$ cat config.mk
export PLATFORM = sky130hd
export DESIGN_NAME = stb_req_arb_flat
export DESIGN_NICKNAME = d
export VERILOG_FILES = /design/src/rtl/skew_mes_pkg.sv /design/src/rtl/stb_req_arb_if.sv /design/src/rtl/rr_pick.sv /design/src/rtl/stb_req_arb.sv /design/src/flat_wrapper.sv
export SDC_FILE = /design/constraint.sdc
export NUM_CORES = 1
export LEC_CHECK = 0
export CAP_MARGIN = 20
export CORE_AREA = 4 4 63 65
export CTS_CLUSTER_SIZE = 8
export DETAILED_ROUTE_END_ITERATION = 8
export DIE_AREA = 0 0 67 69
export PLACE_DENSITY_LB_ADDON = 0.08
export REMOVE_ABC_BUFFERS = 1
export SLEW_MARGIN = 30
export SYNTH_ARGS = -nofsm -noshare
export SYNTH_HDL_FRONTEND = slang
export SYNTH_HIERARCHICAL = 1
export SYNTH_SLANG_ARGS = --single-unit
$ cat constraint.sdc
create_clock -name clk_i -period 2.2 [get_ports clk_i]
set_input_delay 0.44 -clock clk_i [delete_from_list [all_inputs] [get_ports clk_i]]
set_output_delay 0.44 -clock clk_i [all_outputs]
set_load 0.02 [all_outputs]
$ cat src/rtl/skew_mes_pkg.sv
// -----------------------------------------------------------------------------
// skew_mes_pkg
// Shared types and constants for the skew-measurement strobe path.
//   stb_arb_state_t      : strobe request arbiter FSM states
//   STB_TIMEOUT_DEFAULT  : default cycles the generator gets to answer a request
//   STB_*                : strobe handshake timing as seen by a requesting channel
// -----------------------------------------------------------------------------
package skew_mes_pkg;

    typedef enum logic [2:0] {
        IDLE    = 3'd0,
        SETUP   = 3'd1,
        REQ     = 3'd2,
        ACK     = 3'd3,
        RELEASE = 3'd4
    } stb_arb_state_t;

    // Generator answer window before the arbiter aborts a request.
    localparam int unsigned STB_TIMEOUT_DEFAULT = 4096;

    // Cycles between grant and stb_req, letting the analog mux settle.
    localparam int unsigned STB_SETUP_CYCLES = 1;

    // Cycles from stb_valid sampled high to the channel valid pulse.
    localparam int unsigned STB_VALID_LATENCY = 2;

    // Minimum IDLE cycles between two consecutive grants.
    localparam int unsigned STB_MIN_GRANT_GAP = 1;

endpackage

$ cat src/rtl/stb_req_arb_if.sv
// -----------------------------------------------------------------------------
// stb_req_arb_if
// Strobe generator handshake between the request arbiter and the generator.
//   stb_req   : request level, arbiter -> generator
//   stb_valid : one-cycle "strobe issued" pulse, generator -> arbiter
//   stb_rdy   : generator locked on the signal period
//   stb_err   : generator error level
// Modports: master = arbiter side, slave = generator side.
// -----------------------------------------------------------------------------
interface stb_req_arb_if;

    logic stb_req;
    logic stb_valid;
    logic stb_rdy;
    logic stb_err;

    modport master (
        output stb_req,
        input  stb_valid,
        input  stb_rdy,
        input  stb_err
    );

    modport slave (
        input  stb_req,
        output stb_valid,
        output stb_rdy,
        output stb_err
    );

endinterface

$ cat src/rtl/rr_pick.sv
// -----------------------------------------------------------------------------
// rr_pick
// Combinational round-robin picker: returns the first asserted request at an
// index >= ptr_i, wrapping modulo N.
//   req_i : request vector
//   ptr_i : highest-priority index (must be < N)
//   any_o : at least one request asserted
//   idx_o : chosen index (0 when any_o is low)
// -----------------------------------------------------------------------------
module rr_pick #(
    parameter  int unsigned N = 4,
    localparam int unsigned W = (N > 1) ? $clog2(N) : 1
) (
    input  logic [N-1:0] req_i,
    input  logic [W-1:0] ptr_i,
    output logic         any_o,
    output logic [W-1:0] idx_o
);

    always_comb begin
        logic        found;
        int unsigned cand;
        found = 1'b0;
        cand  = 0;
        idx_o = '0;
        for (int unsigned off = 0; off < N; off++) begin
            // ptr_i < N and off < N, so one subtraction is enough to wrap.
            cand = int'(ptr_i) + off;
            if (cand >= N) begin
                cand = cand - N;
            end
            if (!found && req_i[cand]) begin
                found = 1'b1;
                idx_o = W'(cand);
            end
        end
        any_o = found;
    end

endmodule

$ cat src/rtl/stb_req_arb.sv
// -----------------------------------------------------------------------------
// stb_req_arb
// Round-robin arbiter letting several skew-measurement controllers share one
// strobe generator. One request is forwarded at a time; the generator's valid
// pulse is returned to the granted channel only, and the generator is
// supervised with a timeout.
//   clk_i          : strobe-domain clock
//   arst_i         : asynchronous active-high reset
//   gen_if         : strobe generator handshake (master side)
//   ch_stb_req_i   : per-channel request level, held until its valid pulse
//   ch_stb_valid_o : per-channel one-cycle grant-complete pulse
//   ch_sel_o       : granted channel index for the comparator/delay-line mux
//   err_clr_i      : one-cycle pulse clearing the sticky error
//   busy_o         : high in any state other than IDLE
//   err_o          : sticky abort flag
//   err_ch_o       : channel served at the last abort
// -----------------------------------------------------------------------------
module stb_req_arb
    import skew_mes_pkg::*;
#(
    parameter  int unsigned N_CH           = 4,
    parameter  int unsigned TIMEOUT_CYCLES = STB_TIMEOUT_DEFAULT,
    localparam int unsigned CH_W           = $clog2(N_CH)
) (
    input  logic                clk_i,
    input  logic                arst_i,
    stb_req_arb_if.master       gen_if,
    input  logic [N_CH-1:0]     ch_stb_req_i,
    output logic [N_CH-1:0]     ch_stb_valid_o,
    output logic [CH_W-1:0]     ch_sel_o,
    input  logic                err_clr_i,
    output logic                busy_o,
    output logic                err_o,
    output logic [CH_W-1:0]     err_ch_o
);

    localparam int unsigned   CntW   = (TIMEOUT_CYCLES > 1) ? $clog2(TIMEOUT_CYCLES) : 1;
    localparam logic [CntW-1:0] CntMax = CntW'(TIMEOUT_CYCLES - 1);

    stb_arb_state_t  state_q, state_d;
    logic [CH_W-1:0] grant_q, grant_d;
    logic [CH_W-1:0] ptr_q, ptr_d;
    logic [CntW-1:0] cnt_q, cnt_d;
    logic            err_q, err_d;
    logic [CH_W-1:0] err_ch_q, err_ch_d;
    logic [N_CH-1:0] valid_q, valid_d;

    logic            pick_any;
    logic [CH_W-1:0] pick_idx;
    logic [CH_W-1:0] grant_inc;

    rr_pick #(
        .N (N_CH)
    ) u_rr_pick (
        .req_i (ch_stb_req_i),
        .ptr_i (ptr_q),
        .any_o (pick_any),
        .idx_o (pick_idx)
    );

    assign grant_inc = (grant_q == CH_W'(N_CH - 1)) ? '0 : grant_q + CH_W'(1);

    always_comb begin
        state_d  = state_q;
        grant_d  = grant_q;
        ptr_d    = ptr_q;
        cnt_d    = cnt_q;
        err_d    = err_q;
        err_ch_d = err_ch_q;
        valid_d  = '0;

        // A clear is overridden below by an abort in the same cycle.
        if (err_clr_i) begin
            err_d = 1'b0;
        end

        unique case (state_q)
            IDLE: begin
                if (gen_if.stb_rdy && !gen_if.stb_err && pick_any) begin
                    grant_d = pick_idx;
                    state_d = SETUP;
                end
            end
            SETUP: begin
                cnt_d   = '0;
                state_d = REQ;
            end
            REQ: begin
                cnt_d = (cnt_q == CntMax) ? cnt_q : cnt_q + CntW'(1);
                // Valid beats an abort raised in the same cycle.
                if (gen_if.stb_valid) begin
                    state_d = ACK;
                end else if (gen_if.stb_err || (cnt_q == CntMax)) begin
                    err_d    = 1'b1;
                    err_ch_d = grant_q;
                    ptr_d    = grant_inc;
                    state_d  = IDLE;
                end
            end
            ACK: begin
                // Registered so the channel sees it in the first RELEASE cycle.
                valid_d = N_CH'(1) << grant_q;
                state_d = RELEASE;
            end
            RELEASE: begin
                if (!ch_stb_req_i[grant_q]) begin
                    ptr_d   = grant_inc;
                    state_d = IDLE;
                end
            end
            default: begin
                state_d = IDLE;
            end
        endcase
    end

    always_ff @(posedge clk_i or posedge arst_i) begin
        if (arst_i) begin
            state_q  <= IDLE;
            grant_q  <= '0;
            ptr_q    <= '0;
            cnt_q    <= '0;
            err_q    <= 1'b0;
            err_ch_q <= '0;
            valid_q  <= '0;
        end else begin
            state_q  <= state_d;
            grant_q  <= grant_d;
            ptr_q    <= ptr_d;
            cnt_q    <= cnt_d;
            err_q    <= err_d;
            err_ch_q <= err_ch_d;
            valid_q  <= valid_d;
        end
    end

    assign gen_if.stb_req = (state_q == REQ);
    assign ch_stb_valid_o = valid_q;
    assign ch_sel_o       = grant_q;
    assign busy_o         = (state_q != IDLE);
    assign err_o          = err_q;
    assign err_ch_o       = err_ch_q;

endmodule

$ cat src/flat_wrapper.sv
// flat-port wrapper written by rule: the top's interface ports become plain ports
module stb_req_arb_flat import skew_mes_pkg::*;
#(
    parameter  int unsigned N_CH           = 4,
    parameter  int unsigned TIMEOUT_CYCLES = STB_TIMEOUT_DEFAULT,
    localparam int unsigned CH_W           = $clog2(N_CH)
)
  (clk_i, arst_i, ch_stb_req_i, ch_stb_valid_o, ch_sel_o, err_clr_i, busy_o, err_o, err_ch_o, gen_if_stb_req, gen_if_stb_valid, gen_if_stb_rdy, gen_if_stb_err);
  stb_req_arb_if gen_if_i ();
  input  logic clk_i;
  input  logic arst_i;
  input  logic [N_CH-1:0] ch_stb_req_i;
  output logic [N_CH-1:0] ch_stb_valid_o;
  output logic [CH_W-1:0] ch_sel_o;
  input  logic err_clr_i;
  output logic busy_o;
  output logic err_o;
  output logic [CH_W-1:0] err_ch_o;
  output wire logic [$bits(gen_if_i.stb_req)-1:0] gen_if_stb_req;
  input wire logic [$bits(gen_if_i.stb_valid)-1:0] gen_if_stb_valid;
  input wire logic [$bits(gen_if_i.stb_rdy)-1:0] gen_if_stb_rdy;
  input wire logic [$bits(gen_if_i.stb_err)-1:0] gen_if_stb_err;
  assign gen_if_stb_req = gen_if_i.stb_req;
  assign gen_if_i.stb_valid = gen_if_stb_valid;
  assign gen_if_i.stb_rdy = gen_if_stb_rdy;
  assign gen_if_i.stb_err = gen_if_stb_err;
  stb_req_arb #(.N_CH(N_CH), .TIMEOUT_CYCLES(TIMEOUT_CYCLES)) u_core (.clk_i(clk_i), .arst_i(arst_i), .gen_if(gen_if_i), .ch_stb_req_i(ch_stb_req_i), .ch_stb_valid_o(ch_stb_valid_o), .ch_sel_o(ch_sel_o), .err_clr_i(err_clr_i), .busy_o(busy_o), .err_o(err_o), .err_ch_o(err_ch_o));
endmodule
Word level (Yosys, flattened, before mapping)
Cells that the tools add are included.

word-level totals
  logic and storage cells = 97
  register bits after elaboration = 26

operators by class
  eq/ne operators = 12
  mux-type cells = 39
  reduce and logical (&&, ||, !) cells = 19
  shifts and indexed selects = 1
  $lt $le $gt $ge = 9
  $add $sub $neg = 9
  bitwise gates (word level) = 1

operator list
  cell                                                                      number
  32-bit by 3-bit < comparator with 1-bit output (second input constant)    4
  32-bit 2-to-1 mux                                                         4
  12-bit one-hot mux with 2 select lines                                    1
  2-bit 2-to-1 mux                                                          8
  3-bit one-hot mux with 5 select lines                                     1
  1-bit 2-to-1 mux                                                          13
  12-bit by 1-bit adder with 12-bit output (second input constant)          1
  12-bit equality test (second input constant)                              1
  12-bit 2-to-1 mux                                                         1
  3-bit 2-to-1 mux                                                          4
  3-bit by 3-bit subtractor with 4-bit output (second input constant)       3
  1-bit binary-select mux with 2-bit select                                 5
  3-bit greater-or-equal comparator (second input constant)                 3
  2-bit by 2-bit adder with 3-bit output (second input constant)            2
  3-bit by 2-bit equality test with 1-bit output (second input constant)    2
  2-bit inequality test (second input constant)                             3
  3-bit AND reduction                                                       2
  1-bit logical AND                                                         5
  1-bit zero test                                                           4
  4-bit 2-to-1 mux                                                          1
  2-bit by 1-bit inequality test with 1-bit output (second input constant)  2
  2-bit one-hot mux with 2 select lines                                     1
  2-bit AND reduction                                                       2
  4-bit AND reduction                                                       1
  other kinds (15)                                                          16

Depth between registers and ports, before layout
Gate-level depths: netlist of the first run.

  depth after elaboration = 17
  gate-level depth with buffers = 6
  depth with buffers taken out = 6

By module
The synthesis of the first run kept the hierarchy.

modules (own cells, without submodules)
  module       area each (µm²)  times used  cells an instance
  stb_req_arb  1328.8           1           126
  rr_pick      77.6             1           15

Worst setup path before layout of the first run
No wires, ideal clock.

  path type = flip-flop to flip-flop
  start point = register u_core.grant_q[0], in the netlist u_core/ch_sel_o[0]
  end point = register u_core.ptr_q[0]
  cell stages (with the launch flop) = 5
  path slack = 0.330 ns
  period minus slack after synthesis = 1.870 ns
  data required time = 2.075 ns
  setup time = 0.125 ns
  arrival time = 1.745 ns
  buffers on the path = 0
  cells stage by stage = dfrtp_1 mux4_2 o22ai_1 o311a_1 mux2_2

on the way
  longest elaborated chain between the ends = 5

RTL lines
  element                                                                        line                RTL
  from (decl)                                                                    stb_req_arb.sv:41   logic [CH_W-1:0] grant_q, grant_d;
  from (signal assigned)                                                         stb_req_arb.sv:128  grant_q <= grant_d;
  2-bit by 1-bit adder with 2-bit output or 2-bit equality test (tied branches)  stb_req_arb.sv:61   assign grant_inc = (grant_q == CH_W'(N_CH - 1)) ? '0 : grant_q + CH_W'(1);
  2-bit 2-to-1 mux                                                               stb_req_arb.sv:61
  2-bit 2-to-1 mux                                                               stb_req_arb.sv:93   end else if (gen_if.stb_err || (cnt_q == CntMax)) begin
  2-bit 2-to-1 mux                                                               stb_req_arb.sv:91   if (gen_if.stb_valid) begin
  2-bit one-hot mux with 2 select lines                                          stb_req_arb.sv:77   unique case (state_q)
  to (signal assigned)                                                           stb_req_arb.sv:129  ptr_q <= ptr_d;
  to (decl)                                                                      stb_req_arb.sv:42   logic [CH_W-1:0] ptr_q, ptr_d;

Parallel ways exist; a longest one is shown, timed or not. The select of a mux whose other input is x is not followed.
A chain may end at the register's enable or synchronous reset.

Worst setup path after layout of the first run
  start point = register u_core.state_q[0]
  end point = output gen_if_stb_req

on the way
  longest elaborated chain between the ends = 1

RTL lines
  element                                         line                RTL
  from (decl)                                     stb_req_arb.sv:40   stb_arb_state_t state_q, state_d;
  from (signal assigned)                          stb_req_arb.sv:127  state_q <= state_d;
  3-bit by 2-bit equality test with 1-bit output  stb_req_arb.sv:137  assign gen_if.stb_req = (state_q == REQ);
  to (decl)                                       flat_wrapper.sv:19  output wire logic [$bits(gen_if_i.stb_req)-1:0] gen_if_stb_req;

No other way between the ends.

==> out/metrics.cfg, run 1 <==
[status]
run_status=completed

[synthesis]
synth_xor_area_share_pct=0
synthesis.area_mm2=0.00141
synth_simple_gate_area_share_pct=21.5
synth.ff_latch_count=26
synth_cell_type_count=34
postSynthAreaPerCell_um2=9.97
synthesis.yosys.warnings=6
synth_cells=141
post_synthesis_compound_gate_area_fraction_pct=14.9
adder_cell_share_of_the_synthesized_area_pct=4.45
synth_sequential_area_ratio_pct=46.3
synth_top_family_by_area=simple AND/OR/NAND/NOR gates
muxShareOfSynthArea_pct=8.54

[sta]
fin_crit_sh_pct=92.0
finalSetupViolations=0
tightestPinTransition_ns=0.468
post-route-min-period_ns=2.02
setup_repair_after_global_routing_missed_its_margin=no
layout_setup_ws_ns=0.177
totalNegativeSetupSlack_ns=0
fmax_mhz=494
hold_viol_final=0
max_slew_headroom_pct=68.5
final-max-slew-violation-count=0
fin_worst_hold_slack_ns=0.453
fin_skew_ns=0.00488

[critical_path]
r2r_setup_slack_ns=0.31
reg2reg_from=u_core/ch_sel_o[0]
timing.critical_path.required_ns=1.76
worst-setup-path-type=flip-flop to output port
worstRegToRegCells=4
r2r-end=u_core/ptr_q[1]
path_max_fanout=5
worst_setup_path_start_kind=flip-flop
worst_setup_path_end_kind=output port
timing.critical_path.arrival_ns=1.58

[global_route]
gr-usage-all-layers_pct=14.6
grt_start_max_net_pins=27
first_global_vias=1201
wire_length_of_the_first_global_routing_pass_um=5270
number_of_antenna_violations_at_the_first_check_in_global_routing=0
overflow=0

[place]
placedCellCount=217
postPlaceCellArea_mm2=0.00174
number_of_port_buffers=20
globalplace.congestion=0.812
pre_cts_ws_ns=0.0375
place_hpwl_um=2340

[pwr]
seq_power_share_pct=42.4
clkPwrFrac_pct=14.2
power.switching_mw=0.638
p_sw_share_pct=37.9
vdd.ir_drop.worst_mv=0.698
p_int_mw=1.04
static-leakage-power_nw=0.771
p_per_area_mw_per_mm2=951
combinationalPowerShare_pct=43.4

[route]
detailedRoute.firstIterationViolations=92
routed_wire_length_per_instance_um=14.0
wl_um=3090
detail_route.first_pass.iterations=4
total_number_of_vias=1210
drtAntennaViolNets=0
avgViaCountPerCell=5.48
drc_errors=0

[final_layout]
syn_to_final_growth_pct=25.8
fin_cells=221
number_of_antenna_diodes=0
final_std_cell_area_no_fill_mm2=0.00177
fin_nets=191
drive_gt1_share_pct=14.9

[die]
core_region_area_mm2=0.00334
ios=21
std_cell_rows=21
die_width_um=67
die_area_mm2=0.00462
dieHeight_um=69
start_util_pct=42.1

[min_path]
worstHoldPathType=primary input to async pin

[clocking]
clock_path_buffers=2
cts_max_level=1
cts_tree=done
clock_sink_count=26
cts_root_buf=sky130_fd_sc_hd__clkbuf_4
total_cts_buffers=3
clk_pin_slew_worst_paths_ns=0.14
holdBufCountCts=0
clk_latency_ns=0.32

[run]
drv.max_cap_violation_count=0

-- cell usage in the layout (no fill, tap or decap), types with 2 or more instances in the layout --
cell,instances
sky130_fd_sc_hd__dfrtp_1,26
sky130_fd_sc_hd__clkdlybuf4s50_1,18
sky130_fd_sc_hd__a21oi_1,12
sky130_fd_sc_hd__inv_1,11
sky130_fd_sc_hd__buf_4,11
sky130_fd_sc_hd__o21ai_0,8
sky130_fd_sc_hd__nand2_1,8
sky130_fd_sc_hd__nand3_1,7
sky130_fd_sc_hd__or3_1,7
sky130_fd_sc_hd__nor2_1,6
sky130_fd_sc_hd__mux2_2,6
sky130_fd_sc_hd__or4_1,5
sky130_fd_sc_hd__ha_1,5
sky130_fd_sc_hd__nor3_1,4
sky130_fd_sc_hd__and2_1,4
sky130_fd_sc_hd__clkbuf_4,3
sky130_fd_sc_hd__nand4_1,3
sky130_fd_sc_hd__mux2i_1,3
sky130_fd_sc_hd__o41ai_1,3
sky130_fd_sc_hd__o31ai_1,3
sky130_fd_sc_hd__dlygate4sd2_1,2
sky130_fd_sc_hd__nand2b_1,2
sky130_fd_sc_hd__inv_2,2
sky130_fd_sc_hd__and4_1,2
-- power groups by stage --
stage          registers, mW  clock network, mW  logic [mW]
6_report               0.713              0.240       0.730
5_1_grt                0.736              0.271       0.808
4_1_cts                0.714              0.252       0.740
3_5_place_dp           0.725                  0       0.752
3_3_place_gp           0.718                  0       0.738
2_1_floorplan          0.755                  0       0.381
-- cells by family after synthesis --
| logic type | after synthesis |
|---|---|
| adders and majority gates | 5 |
| AOI/OAI and AO/OA | 33 |
| and+or+nand+nor | 53 |
| DFF | 26 |
| muxes | 10 |
| buffers and inverters | 14 |
-- cells in the mapped netlist --
library cell	number	area share, %
sky130_fd_sc_hd__buf_6	1	0.80
sky130_fd_sc_hd__inv_1	11	2.9
sky130_fd_sc_hd__nor3_1	4	1.4
sky130_fd_sc_hd__or3_1	7	3.1
sky130_fd_sc_hd__or2b_1	1	0.53
sky130_fd_sc_hd__nand4_1	3	1.3
sky130_fd_sc_hd__o21ba_2	1	0.71
sky130_fd_sc_hd__or3b_1	1	0.62
sky130_fd_sc_hd__and3_1	1	0.45
sky130_fd_sc_hd__a221o_1	1	0.71
sky130_fd_sc_hd__dfrtp_1	26	46
sky130_fd_sc_hd__inv_2	2	0.53
sky130_fd_sc_hd__o311ai_0	1	0.62
sky130_fd_sc_hd__o221ai_1	1	0.62
sky130_fd_sc_hd__o311a_1	1	0.71
sky130_fd_sc_hd__a21oi_1	12	4.3
sky130_fd_sc_hd__or4_1	5	2.7
sky130_fd_sc_hd__nor2_1	6	1.6
sky130_fd_sc_hd__o31ai_1	3	1.6
sky130_fd_sc_hd__o21ai_0	8	2.8
sky130_fd_sc_hd__mux2_2	6	4.8
sky130_fd_sc_hd__mux2i_1	3	2.1
sky130_fd_sc_hd__and4_1	2	1.2
sky130_fd_sc_hd__nor3b_1	1	0.53
sky130_fd_sc_hd__nand3_1	7	2.5
sky130_fd_sc_hd__ha_1	5	4.4
sky130_fd_sc_hd__a21o_1	1	0.53
sky130_fd_sc_hd__nor3_2	1	0.71
sky130_fd_sc_hd__nand2_1	8	2.1
sky130_fd_sc_hd__and2_1	4	1.8
sky130_fd_sc_hd__o22ai_1	1	0.45
sky130_fd_sc_hd__mux4_2	1	1.6
sky130_fd_sc_hd__o41ai_1	3	1.9
sky130_fd_sc_hd__nand2b_1	2	0.89
-- sequential cells by signal (all words and copies together) (netlist names) --
signal and flops:
u_core/err_o 1, u_core/cnt_q 12, u_core/ch_stb_valid_o 4, u_core/ch_sel_o 2, u_core/err_ch_o 2, u_core/ptr_q 2
u_core/state_q 3
-- critical path, stage by stage (launching register included) --
cell and delay, ns:
sky130_fd_sc_hd__dfrtp_1 0.43, sky130_fd_sc_hd__or3b_1 0.42, sky130_fd_sc_hd__inv_2 0.08, sky130_fd_sc_hd__dlygate4sd2_1 0.33
-- per-stage QoR --
step,util (%),total power [mW]
after floorplan,-,1.14
after global placement,52.0,1.46
after detailed placement,52.0,1.48
after CTS,53.0,1.71
after global routing,53.0,1.82
final,53.0,1.68
-- timing repair --
action / in CTS / in global routing
resized for setup: 2 / 0
buffers inserted: 0 / 0
setup endpoints to repair: 2 / 0
-- worst max path at each step --
stage | to | cells past startpoint | from | slack, ns
2_1_floorplan | u_core/cnt_q[9] | 4 | u_core/state_q[2] | 0.29
3_3_place_gp | u_core/ptr_q[1] | 5 | ch_stb_req_i[3] | 0.06
3_5_place_dp | u_core/ptr_q[1] | 5 | ch_stb_req_i[3] | 0.04
4_1_cts | gen_if_stb_req | 3 | u_core/state_q[0] | 0.16
5_1_grt | gen_if_stb_req | 3 | u_core/state_q[0] | 0.10
6_report | gen_if_stb_req | 3 | u_core/state_q[0] | 0.18
-- area by class of cell --
class | instances | area (µm²)
Fill cell | 338 | 1570
Multi-Input combinational cell | 101 | 696
Sequential cell | 26 | 651
Timing Repair Buffer | 31 | 280
Tap cell | 46 | 57.6
Inverter | 13 | 48.8
Clock buffer | 4 | 36.3
-- metal layers --
metal	global-route usage [%]	up-vias	wire length, µm
met5	0	-	0
met4	5.86	0	38
met3	2.44	4	102
met2	22.9	18	1480
met1	19.5	594	1470
li1	-	594	-
Power figures use the tool's default switching activity.
==> run 2: changes to the inputs <==
--- a/config.mk
+++ b/config.mk
@@ -6,10 +6,12 @@
 export NUM_CORES = 1
 export LEC_CHECK = 0
 export CAP_MARGIN = 20
-export CORE_AREA = 4 4 63 65
+export CELL_PAD_IN_SITES_DETAIL_PLACEMENT = 0
+export CELL_PAD_IN_SITES_GLOBAL_PLACEMENT = 1
+export CORE_AREA = 4 4 64 66
 export CTS_CLUSTER_SIZE = 8
 export DETAILED_ROUTE_END_ITERATION = 8
-export DIE_AREA = 0 0 67 69
+export DIE_AREA = 0 0 68 70
 export PLACE_DENSITY_LB_ADDON = 0.08
 export REMOVE_ABC_BUFFERS = 1
 export SLEW_MARGIN = 30
==> out/metrics.cfg, run 2 (synthesized netlist as in run 1, its figures left out) <==
[clocking]
clock_path_buffers=2  ; unchanged
cts_max_level=1  ; unchanged
clk_pin_slew_worst_paths_ns=0.15  ; about the same
cts_tree=done
total_cts_buffers=3  ; unchanged
setup_fix_bufs_post_cts=0  ; unchanged
clock_sink_count=26  ; unchanged
clk_latency_ns=0.32  ; about the same
cts_root_buf=sky130_fd_sc_hd__clkbuf_4

[route]
drc_errors=0  ; unchanged
drtAntennaViolNets=0  ; unchanged
avgViaCountPerCell=5.52  ; +0.78%
detail_route.first_pass.iterations=4  ; unchanged
total_number_of_vias=1236  ; +2.1%
wl_um=3310  ; +6.9%
routed_wire_length_per_instance_um=14.8  ; +5.5%
detailedRoute.firstIterationViolations=65  ; -29%

[sta]
fin_worst_hold_slack_ns=0.370  ; -0.0828 ns
setup_repair_after_global_routing_missed_its_margin=no
max_slew_headroom_pct=74.7  ; +6.2 points
finalSetupViolations=0  ; unchanged
tightestPinTransition_ns=0.380  ; -0.0887 ns
hold_viol_final=0  ; unchanged
fin_crit_sh_pct=93.3  ; +1.3 points
fmax_mhz=487  ; -1.4%
final-max-slew-violation-count=0  ; unchanged
post-route-min-period_ns=2.05  ; +0.0286 ns
fin_skew_ns=0.00481  ; -0.0000773 ns

[global_route]
gr-usage-all-layers_pct=15.8  ; +1.2 points
wire_length_of_the_first_global_routing_pass_um=5800  ; +10%
number_of_antenna_violations_at_the_first_check_in_global_routing=0  ; unchanged
overflow=0  ; unchanged
first_global_vias=1314  ; +9.4%
grt_start_max_net_pins=19  ; -30%

[die]
ios=21  ; unchanged
core_region_area_mm2=0.00358  ; +7.2%
die_area_mm2=0.00476  ; +3.0%
std_cell_rows=22  ; +4.8%
start_util_pct=39.3  ; -2.8 points
die_width_um=68  ; +1.5%
dieHeight_um=70  ; +1.4%

[status]
run_status=completed

[run]
drv.max_cap_violation_count=0  ; unchanged

[critical_path]
path_max_fanout=5  ; unchanged
worst-setup-path-type=flip-flop to output port
reg2reg_from=u_core/state_q[2]
timing.critical_path.arrival_ns=1.61  ; +0.03 ns
worst_setup_path_startpoint=u_core/state_q[2]
worstRegToRegCells=4  ; unchanged
critPathCapture=gen_if_stb_req
timing.critical_path.required_ns=1.76  ; about the same
worst_setup_path_start_kind=flip-flop
r2r_setup_slack_ns=0.32  ; about the same
r2r-end=u_core/cnt_q[9]
worst_setup_path_end_kind=output port

[place]
number_of_port_buffers=20  ; unchanged
place_hpwl_um=2630  ; +12%
globalplace.congestion=0.751  ; -7.5%

[final_layout]
mostFrequentLayoutCells=26 x sky130_fd_sc_hd__dfrtp_1, 18 x sky130_fd_sc_hd__clkdlybuf4s50_1, 12 x sky130_fd_sc_hd__buf_4, 12 x sky130_fd_sc_hd__a21oi_1, 11 x sky130_fd_sc_hd__inv_1
fin_nets=192  ; +0.52%
layout_commonest_cell=sky130_fd_sc_hd__dfrtp_1
largest_reg_flops=12  ; unchanged
syn_to_final_growth_pct=27.7
drive_gt1_share_pct=15.3  ; +0.48 points
register_with_the_most_flip_flops=u_core/cnt_q
number_of_antenna_diodes=0  ; unchanged

[pwr]
p_per_area_mw_per_mm2=999  ; +5.1%
vdd.ir_drop.worst_mv=0.638  ; -8.6%
finalPower_mw=1.79  ; +6.6%
static-leakage-power_nw=0.783  ; +1.5%

[min_path]
worstHoldPathType=primary input to async pin

==> run 2: final cells by class <==
class | instances | area (µm²)
timing repair buffer | 32 | 288
sequential | 26 | 651
clock inverter | 1 | 30.0
inverter | 13 | 48.8
clock buffer | 3 | 22.5
multi-input combinational | 101 | 696
tap | 48 | 60.1
fill | 349 | 1780
==> run 2: stage by stage <==
| stage | TNS, ns | area [µm²] | setup slack (ns) | util (%) | instances |
|---|---|---|---|---|---|
| 2_1_floorplan | 0 | 1400 | 0.290 | - | 140 |
| 3_3_place_gp | 0 | 1750 | 0.0347 | 48.8 | 220 |
| 3_5_place_dp | -0.0476 | 1750 | -0.0259 | 48.8 | 220 |
| 4_1_cts | 0 | 1800 | 0.131 | 50.2 | 224 |
| 5_1_grt | 0 | 1800 | 0.0732 | 50.2 | 224 |
| 6_report | 0 | 1800 | 0.148 | 50.2 | 224 |
==> run 2: what timing repair did <==
action	in CTS	in global routing
gates resized for setup	2	0
setup endpoints to repair	2	0
hold buffers	0	0
==> run 2: worst max-delay path, stage by stage, from the launching register on <==
cell,delay [ns]
sky130_fd_sc_hd__dfrtp_1,0.40
sky130_fd_sc_hd__or3b_1,0.44
sky130_fd_sc_hd__inv_2,0.12
sky130_fd_sc_hd__dlygate4sd2_1,0.34
==> run 2: worst min path at each step <==
stage,endpoint,slack (ns),depth (start not counted)
global placement,u_core/err_ch_o[0],0.50,1
detailed placement,u_core/err_ch_o[0],0.50,1
floorplan,u_core/state_q[0],0.46,1
CTS,u_core/cnt_q[6],0.37,2
finish,u_core/cnt_q[6],0.37,2
global route,u_core/cnt_q[8],0.38,2
==> run 2: routing by layer <==
metal,share of wire (%),vias up,global-route usage (%)
met1,41,603,17.5
met4,3.2,0,8.39
li1,-,594,-
met3,2.5,8,2.73
met5,0,-,0
met2,54,31,27.5
==> run 2: power by group <==
part	internal (mW)	leakage (nW)	switching [mW]	total (mW)
Clock	0.184	0.0279	0.145	0.329
Combinational	0.369	0.407	0.401	0.771
Sequential	0.585	0.348	0.109	0.694
==> run 3: changes to the inputs <==
--- a/config.mk
+++ b/config.mk
@@ -14,7 +14,7 @@
 export DIE_AREA = 0 0 68 70
 export PLACE_DENSITY_LB_ADDON = 0.08
 export REMOVE_ABC_BUFFERS = 1
-export SLEW_MARGIN = 30
+export SLEW_MARGIN = 0
 export SYNTH_ARGS = -nofsm -noshare
 export SYNTH_HDL_FRONTEND = slang
 export SYNTH_HIERARCHICAL = 1
==> constraint.sdc (replaced) <==
create_clock -name clk_i -period 2.2 [get_ports clk_i]
set_input_delay 0.44 -clock clk_i [delete_from_list [all_inputs] [get_ports clk_i]]
set_output_delay 0.44 -clock clk_i [all_outputs]
set_load 0.01 [all_outputs]
==> out/metrics.cfg, run 3 (synthesized netlist as in run 1, its figures left out) <==
[critical_path]
r2r-end=u_core/ptr_q[0]
worst_setup_path_start_kind=flip-flop
timing.critical_path.required_ns=1.76  ; about the same
worst_setup_path_startpoint=u_core/state_q[2]
r2r_setup_slack_ns=0.32  ; about the same
worst-setup-path-type=flip-flop to output port
worst_setup_path_end_kind=output port
path_max_fanout=6  ; +1
worstRegToRegCells=4  ; unchanged
reg2reg_from=u_core/ch_sel_o[0]
timing.critical_path.arrival_ns=1.56  ; -0.05 ns
critPathCapture=busy_o

[route]
detail_route.first_pass.iterations=4  ; unchanged
drc_errors=0  ; unchanged
avgViaCountPerCell=5.39  ; -2.3%
total_number_of_vias=1208  ; -2.3%
drtAntennaViolNets=0  ; unchanged
wl_um=3190  ; -3.4%
routed_wire_length_per_instance_um=14.3  ; -3.4%
detailedRoute.firstIterationViolations=55  ; -15%

[global_route]
number_of_antenna_violations_at_the_first_check_in_global_routing=0  ; unchanged
overflow=0  ; unchanged
gr-usage-all-layers_pct=14.7  ; -1.0 points
wire_length_of_the_first_global_routing_pass_um=5490  ; -5.2%
first_global_vias=1238  ; -5.8%
grt_start_max_net_pins=27  ; +8

[sta]
post-route-min-period_ns=2.00  ; -0.0504 ns
fin_worst_hold_slack_ns=0.448  ; +0.0776 ns
finalSetupViolations=0  ; unchanged
setup_repair_after_global_routing_missed_its_margin=no
totalNegativeSetupSlack_ns=0  ; unchanged
fin_crit_sh_pct=91.0  ; -2.3 points
tightestPinTransition_ns=0.337  ; -0.0424 ns
max_slew_headroom_pct=77.5  ; +2.9 points
fmax_mhz=500  ; +2.5%
fin_skew_ns=0.00384  ; -0.000962 ns
hold_viol_final=0  ; unchanged
final-max-slew-violation-count=0  ; unchanged

[die]
start_util_pct=39.3  ; unchanged
die_width_um=68  ; unchanged
dieHeight_um=70  ; unchanged
core_region_area_mm2=0.00358  ; unchanged
die_area_mm2=0.00476  ; unchanged
ios=21  ; unchanged
std_cell_rows=22  ; unchanged

[place]
place_hpwl_um=2420  ; -7.7%
globalplace.congestion=0.758  ; +0.84%
number_of_port_buffers=20  ; unchanged

[pwr]
vdd.ir_drop.worst_mv=0.449  ; -30%
p_per_area_mw_per_mm2=971  ; -2.9%
finalPower_mw=1.74  ; -2.8%
static-leakage-power_nw=0.784  ; +0.21%

[clocking]
cts_tree=done
clock_sink_count=26  ; unchanged
clk_latency_ns=0.32  ; about the same
cts_max_level=1  ; unchanged
total_cts_buffers=3  ; unchanged
clk_pin_slew_worst_paths_ns=0.15  ; about the same
clock_path_buffers=2  ; unchanged
cts_root_buf=sky130_fd_sc_hd__clkbuf_4

[final_layout]
number_of_antenna_diodes=0  ; unchanged
register_with_the_most_flip_flops=u_core/cnt_q
drive_gt1_share_pct=15.9  ; +0.57 points
syn_to_final_growth_pct=27.8
layout_commonest_cell=sky130_fd_sc_hd__dfrtp_1
fin_nets=192  ; unchanged
post-route-util_pct=50.2  ; +0.070 points
largest_reg_flops=12  ; unchanged
mostFrequentLayoutCells=26 x sky130_fd_sc_hd__dfrtp_1, 18 x sky130_fd_sc_hd__clkdlybuf4s50_1, 12 x sky130_fd_sc_hd__a21oi_1, 12 x sky130_fd_sc_hd__buf_4, 11 x sky130_fd_sc_hd__inv_1

[min_path]
worstHoldPathType=primary input to async pin

[run]
drv.max_cap_violation_count=0  ; unchanged

[status]
run_status=completed

[run 3: area by class of cell]
cell class              instances  area, µm²
fillers                       347       1780
multi-input cells             101        698
flip-flops and latches         26        651
repair buffers                 32        288
well taps                      48       60.1
inverters                      13       48.8
clock inverters                 1       30.0
clock buffers                   3       22.5
[run 3: layer usage]
| metal | track usage, % | routed length, µm | share of wire [%] | up-vias |
|---|---|---|---|---|
| li1 | - | - | - | 589 |
| met1 | 17.1 | 1390 | 43 | 603 |
| met2 | 26.3 | 1700 | 53 | 14 |
| met3 | 2.57 | 81 | 2.5 | 2 |
| met4 | 4.86 | 24 | 0.75 | 0 |
| met5 | 0 | 0 | 0 | - |
[run 3: per-stage QoR]
step	cell area [µm²]	std cells	worst slack (ns)
finish	1800	224	0.199
global route	1800	224	0.125
CTS	1800	224	0.179
detailed placement	1740	219	-0.0144
global placement	1740	219	0.0320
floorplan	1400	140	0.290
[run 3: worst min path at each step]
stage,startpoint,endpoint,cells past startpoint
6_report,arst_i,u_core/cnt_q[7],3
5_1_grt,arst_i,u_core/cnt_q[8],3
4_1_cts,arst_i,u_core/cnt_q[8],3
3_5_place_dp,u_core/err_ch_o[1],u_core/err_ch_o[1],1
3_3_place_gp,u_core/err_ch_o[0],u_core/err_ch_o[0],1
2_1_floorplan,u_core/state_q[0],u_core/state_q[0],1
[run 3: critical path: stages (launching register included)]
cell and delay [ns]:
sky130_fd_sc_hd__dfrtp_1 0.41, sky130_fd_sc_hd__buf_4 0.15, sky130_fd_sc_hd__or3_1 0.38, sky130_fd_sc_hd__dlygate4sd2_1 0.30
[run 3: repair_timing]
| action | in CTS | in global routing |
|---|---|---|
| setup endpoints to repair | 2 | 0 |
| hold buffers | 0 | 0 |
| setup buffers | 1 | 0 |
| resized for setup | 3 | 0 |
[run 3: power breakdown]
part | switching [mW] | internal, mW | total [mW]
Sequential | 0.125 | 0.585 | 0.710
Combinational | 0.327 | 0.375 | 0.702
Clock | 0.149 | 0.184 | 0.333
